[src/rtl/membridge_pkg.sv]
// membridge_pkg: command codes and bank FSM state encoding
// shared by the bank machine and its request FIFO.
package membridge_pkg;

   localparam logic [1:0] CMD_PRE = 2'b00;
   localparam logic [1:0] CMD_ACT = 2'b01;
   localparam logic [1:0] CMD_RD  = 2'b10;
   localparam logic [1:0] CMD_WR  = 2'b11;

   typedef enum logic [2:0] {
      ST_IDLE,
      ST_PRE,
      ST_WAIT_TRP,
      ST_ACT,
      ST_WAIT_TRCD,
      ST_RW,
      ST_REF_HOLD
   } bank_state_t;

   // States in which a command is presented to the scheduler.
   function automatic logic is_cmd_state(input bank_state_t s);
      return (s == ST_PRE) || (s == ST_ACT) || (s == ST_RW);
   endfunction

endpackage

[src/rtl/bank_req_fifo.sv]
// bank_req_fifo: synchronous request FIFO holding {we,row,col}.
// Ports: i_clk/i_rst (async high), i_push/i_data in, i_pop in,
//  o_head (oldest), o_peek (head+1), o_count, o_full, o_empty.
module bank_req_fifo
   import membridge_pkg::*;
#(
   parameter int W     = 25,
   parameter int DEPTH = 4
) (
   input  logic                   i_clk,
   input  logic                   i_rst,
   input  logic                   i_push,
   input  logic [W-1:0]           i_data,
   input  logic                   i_pop,
   output logic [W-1:0]           o_head,
   output logic [W-1:0]           o_peek,
   output logic [$clog2(DEPTH):0] o_count,
   output logic                   o_full,
   output logic                   o_empty
);

   localparam int PW = $clog2(DEPTH);
   localparam int CW = PW + 1;

   logic [W-1:0]  r_mem [DEPTH];
   logic [PW-1:0] r_wr_ptr;
   logic [PW-1:0] r_rd_ptr;
   logic [CW-1:0] r_count;

   logic          w_push;
   logic          w_pop;
   logic [PW-1:0] w_peek_ptr;

   // Full blocks pushes even when a pop happens the same cycle.
   assign o_full     = (r_count == CW'(DEPTH));
   assign o_empty    = (r_count == '0);
   assign w_push     = i_push && !o_full;
   assign w_pop      = i_pop && !o_empty;
   assign w_peek_ptr = r_rd_ptr + PW'(1);
   assign o_head     = r_mem[r_rd_ptr];
   assign o_peek     = r_mem[w_peek_ptr];
   assign o_count    = r_count;

   always_ff @(posedge i_clk or posedge i_rst) begin
      if (i_rst) begin
         r_wr_ptr <= '0;
         r_rd_ptr <= '0;
         r_count  <= '0;
      end else begin
         if (w_push) r_wr_ptr <= r_wr_ptr + PW'(1);
         if (w_pop)  r_rd_ptr <= r_rd_ptr + PW'(1);
         unique case ({w_push, w_pop})
            2'b10:   r_count <= r_count + CW'(1);
            2'b01:   r_count <= r_count - CW'(1);
            default: r_count <= r_count;
         endcase
      end
   end

   // Storage needs no reset: pointers define validity.
   always_ff @(posedge i_clk) begin
      if (w_push) r_mem[r_wr_ptr] <= i_data;
   end

endmodule

[src/rtl/bank_machine.sv]
// bank_machine: per-bank request engine; queues requests, tracks the
// open row and issues PRE/ACT/RD/WR with tRP/tRCD spacing.
// Ports: sys_clk, sys_rst (async high); req_* request in (ready=!full);
//  cmd_* valid/ready command out; ref_req/ref_ack refresh handshake;
//  row_open/open_row current bank row status.
module bank_machine
   import membridge_pkg::*;
#(
   parameter int ROW_BITS = 14,
   parameter int COL_BITS = 10,
   parameter int DEPTH    = 4,
   parameter int TRP      = 3,
   parameter int TRCD     = 3
) (
   input  logic                sys_clk,
   input  logic                sys_rst,
   input  logic                req_valid,
   output logic                req_ready,
   input  logic                req_we,
   input  logic [ROW_BITS-1:0] req_row,
   input  logic [COL_BITS-1:0] req_col,
   output logic                cmd_valid,
   input  logic                cmd_ready,
   output logic [1:0]          cmd_type,
   output logic [ROW_BITS-1:0] cmd_row,
   output logic [COL_BITS-1:0] cmd_col,
   input  logic                ref_req,
   output logic                ref_ack,
   output logic                row_open,
   output logic [ROW_BITS-1:0] open_row
);

   localparam int EW   = 1 + ROW_BITS + COL_BITS;
   localparam int CW   = $clog2(DEPTH) + 1;
   localparam int TMAX = (TRP > TRCD) ? TRP : TRCD;
   localparam int TW   = $clog2(TMAX);

   bank_state_t         r_state;
   bank_state_t         w_next;
   logic [TW-1:0]       r_timer;
   logic                r_row_open;
   logic [ROW_BITS-1:0] r_open_row;
   logic [1:0]          r_cmd_type;
   logic [ROW_BITS-1:0] r_cmd_row;
   logic [COL_BITS-1:0] r_cmd_col;

   logic [EW-1:0]       w_head;
   logic [EW-1:0]       w_peek;
   logic [CW-1:0]       w_count;
   logic                w_full;
   logic                w_empty;
   logic                w_pop;

   logic                w_head_we;
   logic [ROW_BITS-1:0] w_head_row;
   logic [COL_BITS-1:0] w_head_col;
   logic                w_peek_we;
   logic [ROW_BITS-1:0] w_peek_row;
   logic [COL_BITS-1:0] w_peek_col;
   logic                w_head_hit;
   logic                w_peek_hit;
   logic                w_peek_ok;

   logic                w_load;
   logic                w_src_we;
   logic [1:0]          w_ld_type;
   logic [ROW_BITS-1:0] w_ld_row;
   logic [COL_BITS-1:0] w_ld_col;

   bank_req_fifo #(
      .W     (EW),
      .DEPTH (DEPTH)
   ) u_fifo (
      .i_clk   (sys_clk),
      .i_rst   (sys_rst),
      .i_push  (req_valid),
      .i_data  ({req_we, req_row, req_col}),
      .i_pop   (w_pop),
      .o_head  (w_head),
      .o_peek  (w_peek),
      .o_count (w_count),
      .o_full  (w_full),
      .o_empty (w_empty)
   );

   assign w_head_we  = w_head[EW-1];
   assign w_head_row = w_head[COL_BITS +: ROW_BITS];
   assign w_head_col = w_head[COL_BITS-1:0];
   assign w_peek_we  = w_peek[EW-1];
   assign w_peek_row = w_peek[COL_BITS +: ROW_BITS];
   assign w_peek_col = w_peek[COL_BITS-1:0];
   assign w_head_hit = (w_head_row == r_open_row);
   assign w_peek_hit = (w_peek_row == r_open_row);
   assign w_peek_ok  = (w_count > CW'(1));

   assign req_ready  = !w_full;
   assign cmd_valid  = is_cmd_state(r_state);
   assign cmd_type   = r_cmd_type;
   assign cmd_row    = r_cmd_row;
   assign cmd_col    = r_cmd_col;
   assign ref_ack    = (r_state == ST_REF_HOLD) && ref_req;
   assign row_open   = r_row_open;
   assign open_row   = r_open_row;

   always_comb begin
      w_next = r_state;
      w_pop  = 1'b0;
      unique case (r_state)
         ST_IDLE: begin
            if (ref_req && r_row_open) begin
               w_next = ST_PRE;
            end else if (ref_req && r_timer == '0) begin
               w_next = ST_REF_HOLD;
            end else if (!w_empty) begin
               if (r_row_open)
                  w_next = w_head_hit ? ST_RW : ST_PRE;
               else if (r_timer == '0)
                  w_next = ST_ACT;
            end
         end
         ST_PRE: begin
            if (cmd_ready) w_next = ST_WAIT_TRP;
         end
         ST_WAIT_TRP: begin
            // Leave as the count reaches zero so ACT appears TRP
            // cycles after the PRE handshake.
            if (r_timer == TW'(1)) begin
               if (ref_req)       w_next = ST_REF_HOLD;
               else if (!w_empty) w_next = ST_ACT;
               else               w_next = ST_IDLE;
            end
         end
         ST_ACT: begin
            if (cmd_ready) w_next = ST_WAIT_TRCD;
         end
         ST_WAIT_TRCD: begin
            if (r_timer == TW'(1)) w_next = ST_RW;
         end
         ST_RW: begin
            if (cmd_ready) begin
               w_pop = 1'b1;
               if (w_peek_ok && w_peek_hit && !ref_req)
                  w_next = ST_RW;
               else
                  w_next = ST_IDLE;
            end
         end
         ST_REF_HOLD: begin
            if (!ref_req) w_next = ST_IDLE;
         end
         default: w_next = ST_IDLE;
      endcase
   end

   // Command fields are captured on entry to a command state so they
   // hold steady until accepted, even if the FIFO head slot is written.
   // The only command-to-command path is RW->RW, which uses the peek.
   always_comb begin
      w_load    = is_cmd_state(w_next) &&
                  (!is_cmd_state(r_state) || cmd_ready);
      w_src_we  = (r_state == ST_RW) ? w_peek_we  : w_head_we;
      w_ld_row  = (r_state == ST_RW) ? w_peek_row : w_head_row;
      w_ld_col  = (r_state == ST_RW) ? w_peek_col : w_head_col;
      w_ld_type = CMD_PRE;
      if (w_next == ST_ACT)
         w_ld_type = CMD_ACT;
      else if (w_next == ST_RW)
         w_ld_type = w_src_we ? CMD_WR : CMD_RD;
   end

   always_ff @(posedge sys_clk or posedge sys_rst) begin
      if (sys_rst) begin
         r_state    <= ST_IDLE;
         r_timer    <= '0;
         r_row_open <= 1'b0;
         r_open_row <= '0;
         r_cmd_type <= CMD_PRE;
         r_cmd_row  <= '0;
         r_cmd_col  <= '0;
      end else begin
         r_state <= w_next;
         if (w_load) begin
            r_cmd_type <= w_ld_type;
            r_cmd_row  <= w_ld_row;
            r_cmd_col  <= w_ld_col;
         end
         if (r_state == ST_PRE && cmd_ready) begin
            r_row_open <= 1'b0;
            r_timer    <= TW'(TRP - 1);
         end else if (r_state == ST_ACT && cmd_ready) begin
            r_row_open <= 1'b1;
            r_open_row <= r_cmd_row;
            r_timer    <= TW'(TRCD - 1);
         end else if ((r_state == ST_WAIT_TRP ||
                       r_state == ST_WAIT_TRCD) &&
                      r_timer != '0) begin
            r_timer <= r_timer - TW'(1);
         end
      end
   end

endmodule
[config.mk]
export PLATFORM = sky130hd
export DESIGN_NAME = bank_machine
export DESIGN_NICKNAME = d
export VERILOG_FILES = /design/src/rtl/membridge_pkg.sv /design/src/rtl/bank_req_fifo.sv /design/src/rtl/bank_machine.sv
export SDC_FILE = /design/constraint.sdc
export NUM_CORES = 1
export LEC_CHECK = 0
export ABC_AREA = 0
export ABC_CLOCK_PERIOD_IN_PS = 6100
export BUFFER_PORTS_ARGS = -buffer_cell sky130_fd_sc_hd__buf_4
export CAP_MARGIN = 20
export CELL_PAD_IN_SITES_DETAIL_PLACEMENT = 1
export CELL_PAD_IN_SITES_GLOBAL_PLACEMENT = 2
export CORE_UTILIZATION = 24
export DETAILED_ROUTE_END_ITERATION = 8
export PLACE_DENSITY = 0.58
export SYNTH_ARGS = -nofsm -noshare
export SYNTH_HDL_FRONTEND = slang
export SYNTH_SLANG_ARGS = --single-unit
export TNS_END_PERCENT = 100
[constraint.sdc]
create_clock -name sys_clk -period 6.1 [get_ports sys_clk]
set_input_delay 1.22 -clock sys_clk [delete_from_list [all_inputs] [get_ports sys_clk]]
set_output_delay 1.22 -clock sys_clk [all_outputs]
set_load 0.03 [all_outputs]
==> impl_summary.txt <==
----------------------------------------------------
[Setup path]
  Critical Path AT ... approximately 4.2 ns
  Crit path capture type ... flip-flop
  Worst Path Max Fanout ... 84
  Worst Setup Path Type ... reg2reg
  Type of element launching the critical path ... flip-flop
  Data required, critical path ... around 6.4 ns

[Detailed routing]
  Pre-Repair DR Iteration Count ... 5
  Routed length per placed instance ... between 20 and 25 µm
  Number of antenna-violating nets in the routed design ... 0
  DRC ... 0
  Iteration-0 DRC Markers ... about 320
  Per-cell via count in the routed design ... roughly 4.8
  Total routed wirelength ... 22800 µm
  Vias ... 5402

[Clock tree]
  Cell at the root of the clock tree ... sky130_fd_sc_hd__clkbuf_16
  Quantity of gates resized following cts ... 0
  Latest clock arrival within the worst-skew pair ... between 0.4 and 0.5 ns
  Number of buffers inserted during clock tree synthesis ... 17
  Hold Buf Count CTS ... 0
  Post-CTS setup buffers ... 0
  Buffers from clock root to sink, at most ... 2
  CTS tree ... built
  Clock-pin slew on the worst setup and hold paths ... about 0.060 ns
  TritonCTS sink count ... 153
  H-tree level count ... 4

[Global route]
  Vias in the first global route ... between 5000 and 6000
  Total GRT Usage ... 14.2%
  Total overflow reported by the global router ... 0
  Global-route wire length before repair ... about 35000 µm
  Antenna violations before repair ... 0
  Largest net degree at the start of global routing ... 85

[Cells and area]
  Net count, final ... around 710
  Relative area change from synthesis to final layout ... 19.3%
  Layout cell share with drive strength beyond 1 ... 29.9%
  Final Core Density ... between 20% and 30%
  Leading cell type in the layout, fill and taps excluded ... sky130_fd_sc_hd__edfxtp_1
  Leading cell types in the layout, fill and taps excluded ... sky130_fd_sc_hd__edfxtp_1 (100), sky130_fd_sc_hd__buf_4 (81), sky130_fd_sc_hd__o21ai_0 (54)

[Floorplan]
  Std-Cell Rows ... between 60 and 70
  Ports placed on the boundary ... 74
  Area of the core ... between 30000 and 40000 µm²
  Starting density of the core ... about a quarter
  Width of the die ... approximately 180 µm
  Vertical die dimension ... ~180 µm
  Floorplan die area ... 33900 µm²

[Power]
  IR Drop Worst-Case VDD ... roughly 0.00021 V
  Power per Cell Area ... roughly 570 nW/µm²
  Leak ... about 3.4 nW
  Final total power ... around 5.4 mW

[STA]
  Unrepaired setup endpoints after global routing ... false
  Post-route setup TNS ... 0 ns
  Final clock skew ... ~0.01 ns
  Final critical path time including I/O delays and setup ... between 3 and 4 ns
  Worst hold margin ... 0.510 ns
  Final hold violations ... 0
  Total of endpoints with negative setup slack in the final report ... 0
  Fraction of the cycle the final worst path needs ... around 64%
  Fmax ... 255 MHz
  Pins Over Slew Limit ... 0
  Slew margin rel. ... roughly 36%
  Slew at the pin with the worst max-slew slack ... approximately 0.96 ns

[Synth]
  Syn nets ... 656
  Post-synth design cell area ... roughly 8000 µm²
  EDFF count, synth ... 100
  Instance count of the mapped netlist ... 616
  Distinct cell type count of the synthesized netlist ... 57
  Count of yosys warnings during synthesis ... 0
  Sequential element share of the synthesized area ... a little over half
  Leading register cell type out of synthesis ... sky130_fd_sc_hd__edfxtp_1
  Post-synth top area share ... a little under two fifths
  Post-synthesis async set-or-reset flop share ... 34.6%
  Flip-flop and latch count after synthesis ... ~150
  Cell accounting for the most synthesized area ... sky130_fd_sc_hd__edfxtp_1
  Main area contributors after synthesis ... sky130_fd_sc_hd__edfxtp_1 (38%), sky130_fd_sc_hd__dfrtp_1 (17%), sky130_fd_sc_hd__mux2_2 (5.5%)
  Synthesized area per cell ... between 10 and 15 µm²

[Flow run]
  Reported max-cap violation count ... 0

[Placed design]
  Post-DP HPWL ... ~15000 µm
  Count of port buffers added during placement ... 73
  RD Place Congestion ... roughly 0.73

[Min path]
  Kind of path behind the tightest hold check ... reg2reg

[Status]
  Status ... finished, final reports clean

----------------------------------------------------
## final timing paths
kind | start | end | slack (ns) | cells after the start
min in group asynchronous | sys_rst | row_open | 1.03 | 3
setup / recovery | u_fifo.r_rd_ptr[0] | cmd_col[2] | 2.18 | 8
hold reg to reg | u_fifo.o_count[0] | u_fifo.o_count[0] | 0.51 | 1
setup reg to reg | u_fifo.r_rd_ptr[0] | cmd_col[2] | 2.18 | 8
max in group asynchronous | sys_rst | u_fifo.r_rd_ptr[1] | 4.47 | 3
hold / removal | u_fifo.o_count[0] | u_fifo.o_count[0] | 0.51 | 1
## Yosys cell counts, drive strengths merged (3+ instances only)
| cell | n |
|---|---|
| a21oi | 14 |
| and3 | 5 |
| buf | 16 |
| clkbuf | 32 |
| dfrtp | 53 |
| edfxtp | 100 |
| ha | 10 |
| inv | 15 |
| mux2 | 52 |
| mux2i | 10 |
| mux4 | 22 |
| nand2 | 31 |
| nand2b | 3 |
| nand3 | 5 |
| nand4 | 3 |
| nor2 | 18 |
| nor3 | 18 |
| nor3b | 13 |
| o21a | 10 |
| o21ai | 64 |
| o221ai | 23 |
| o22ai | 25 |
| o31ai | 11 |
| xnor2 | 31 |
| xor2 | 5 |
## state kept, by name, indices dropped and copies added, names as in the netlist
signal           flops
cmd_type             2
r_timer              2
u_fifo.o_count       3
u_fifo.r_rd_ptr      2
open_row            14
u_fifo.r_wr_ptr      2
cmd_row             14
row_open             1
u_fifo.r_mem       100
cmd_col             10
r_state              3
## where the power goes
part           leakage (nW)  internal, mW  switching (mW)
combinational          1.57          1.11            1.39
sequential             1.57          1.44           0.431
clock                 0.268         0.610           0.427
## layer usage
layer | vias to the layer above | share of wire, % | track usage (%)
met3 | 21 | 2.9 | 2.65
li1 | 2485 | - | -
met5 | - | 0 | 0
met1 | 2806 | 44 | 17.4
met4 | 0 | 1.4 | 4.87
met2 | 90 | 52 | 24.7
## cell type report
cell class	count	area, µm²
inverters	15	56.3
multi-input cells	400	3340
clock buffers	20	447
diodes	1	2.50
well taps	442	553
flip-flops and latches	153	4340
repair buffers	82	636
fillers	3529	23100
clock inverters	12	125
## logic make-up after synthesis
group | share of synthesized area (%)
compound gates | 13.4
mux | 15.6
fa+ha+maj | 1.57
buf+inv | 3.69
flops | 54.4
simple gates | 7.43
xor+xnor | 3.96
## per-stage QoR
step           instance area (µm²)  instances  worst slack, ns
3_5_place_dp                  8900       1091             2.19
2_1_floorplan                 7960        616             2.93
3_3_place_gp                  8900       1091             2.32
6_report                      9500       1125             2.18
4_1_cts                       9470       1123             2.18
5_1_grt                       9500       1124             1.91
## critical path: stages (launching register included)
cell	delay, ns
sky130_fd_sc_hd__dfrtp_4	1.00
sky130_fd_sc_hd__buf_4	0.53
sky130_fd_sc_hd__mux4_2	0.39
sky130_fd_sc_hd__xnor2_1	0.16
sky130_fd_sc_hd__and4_1	0.22
sky130_fd_sc_hd__o2111a_1	0.16
sky130_fd_sc_hd__a211oi_4	0.67
sky130_fd_sc_hd__nor2_4	0.25
sky130_fd_sc_hd__mux2_4	0.37
No activity file was read; power rests on OpenSTA's default activity.
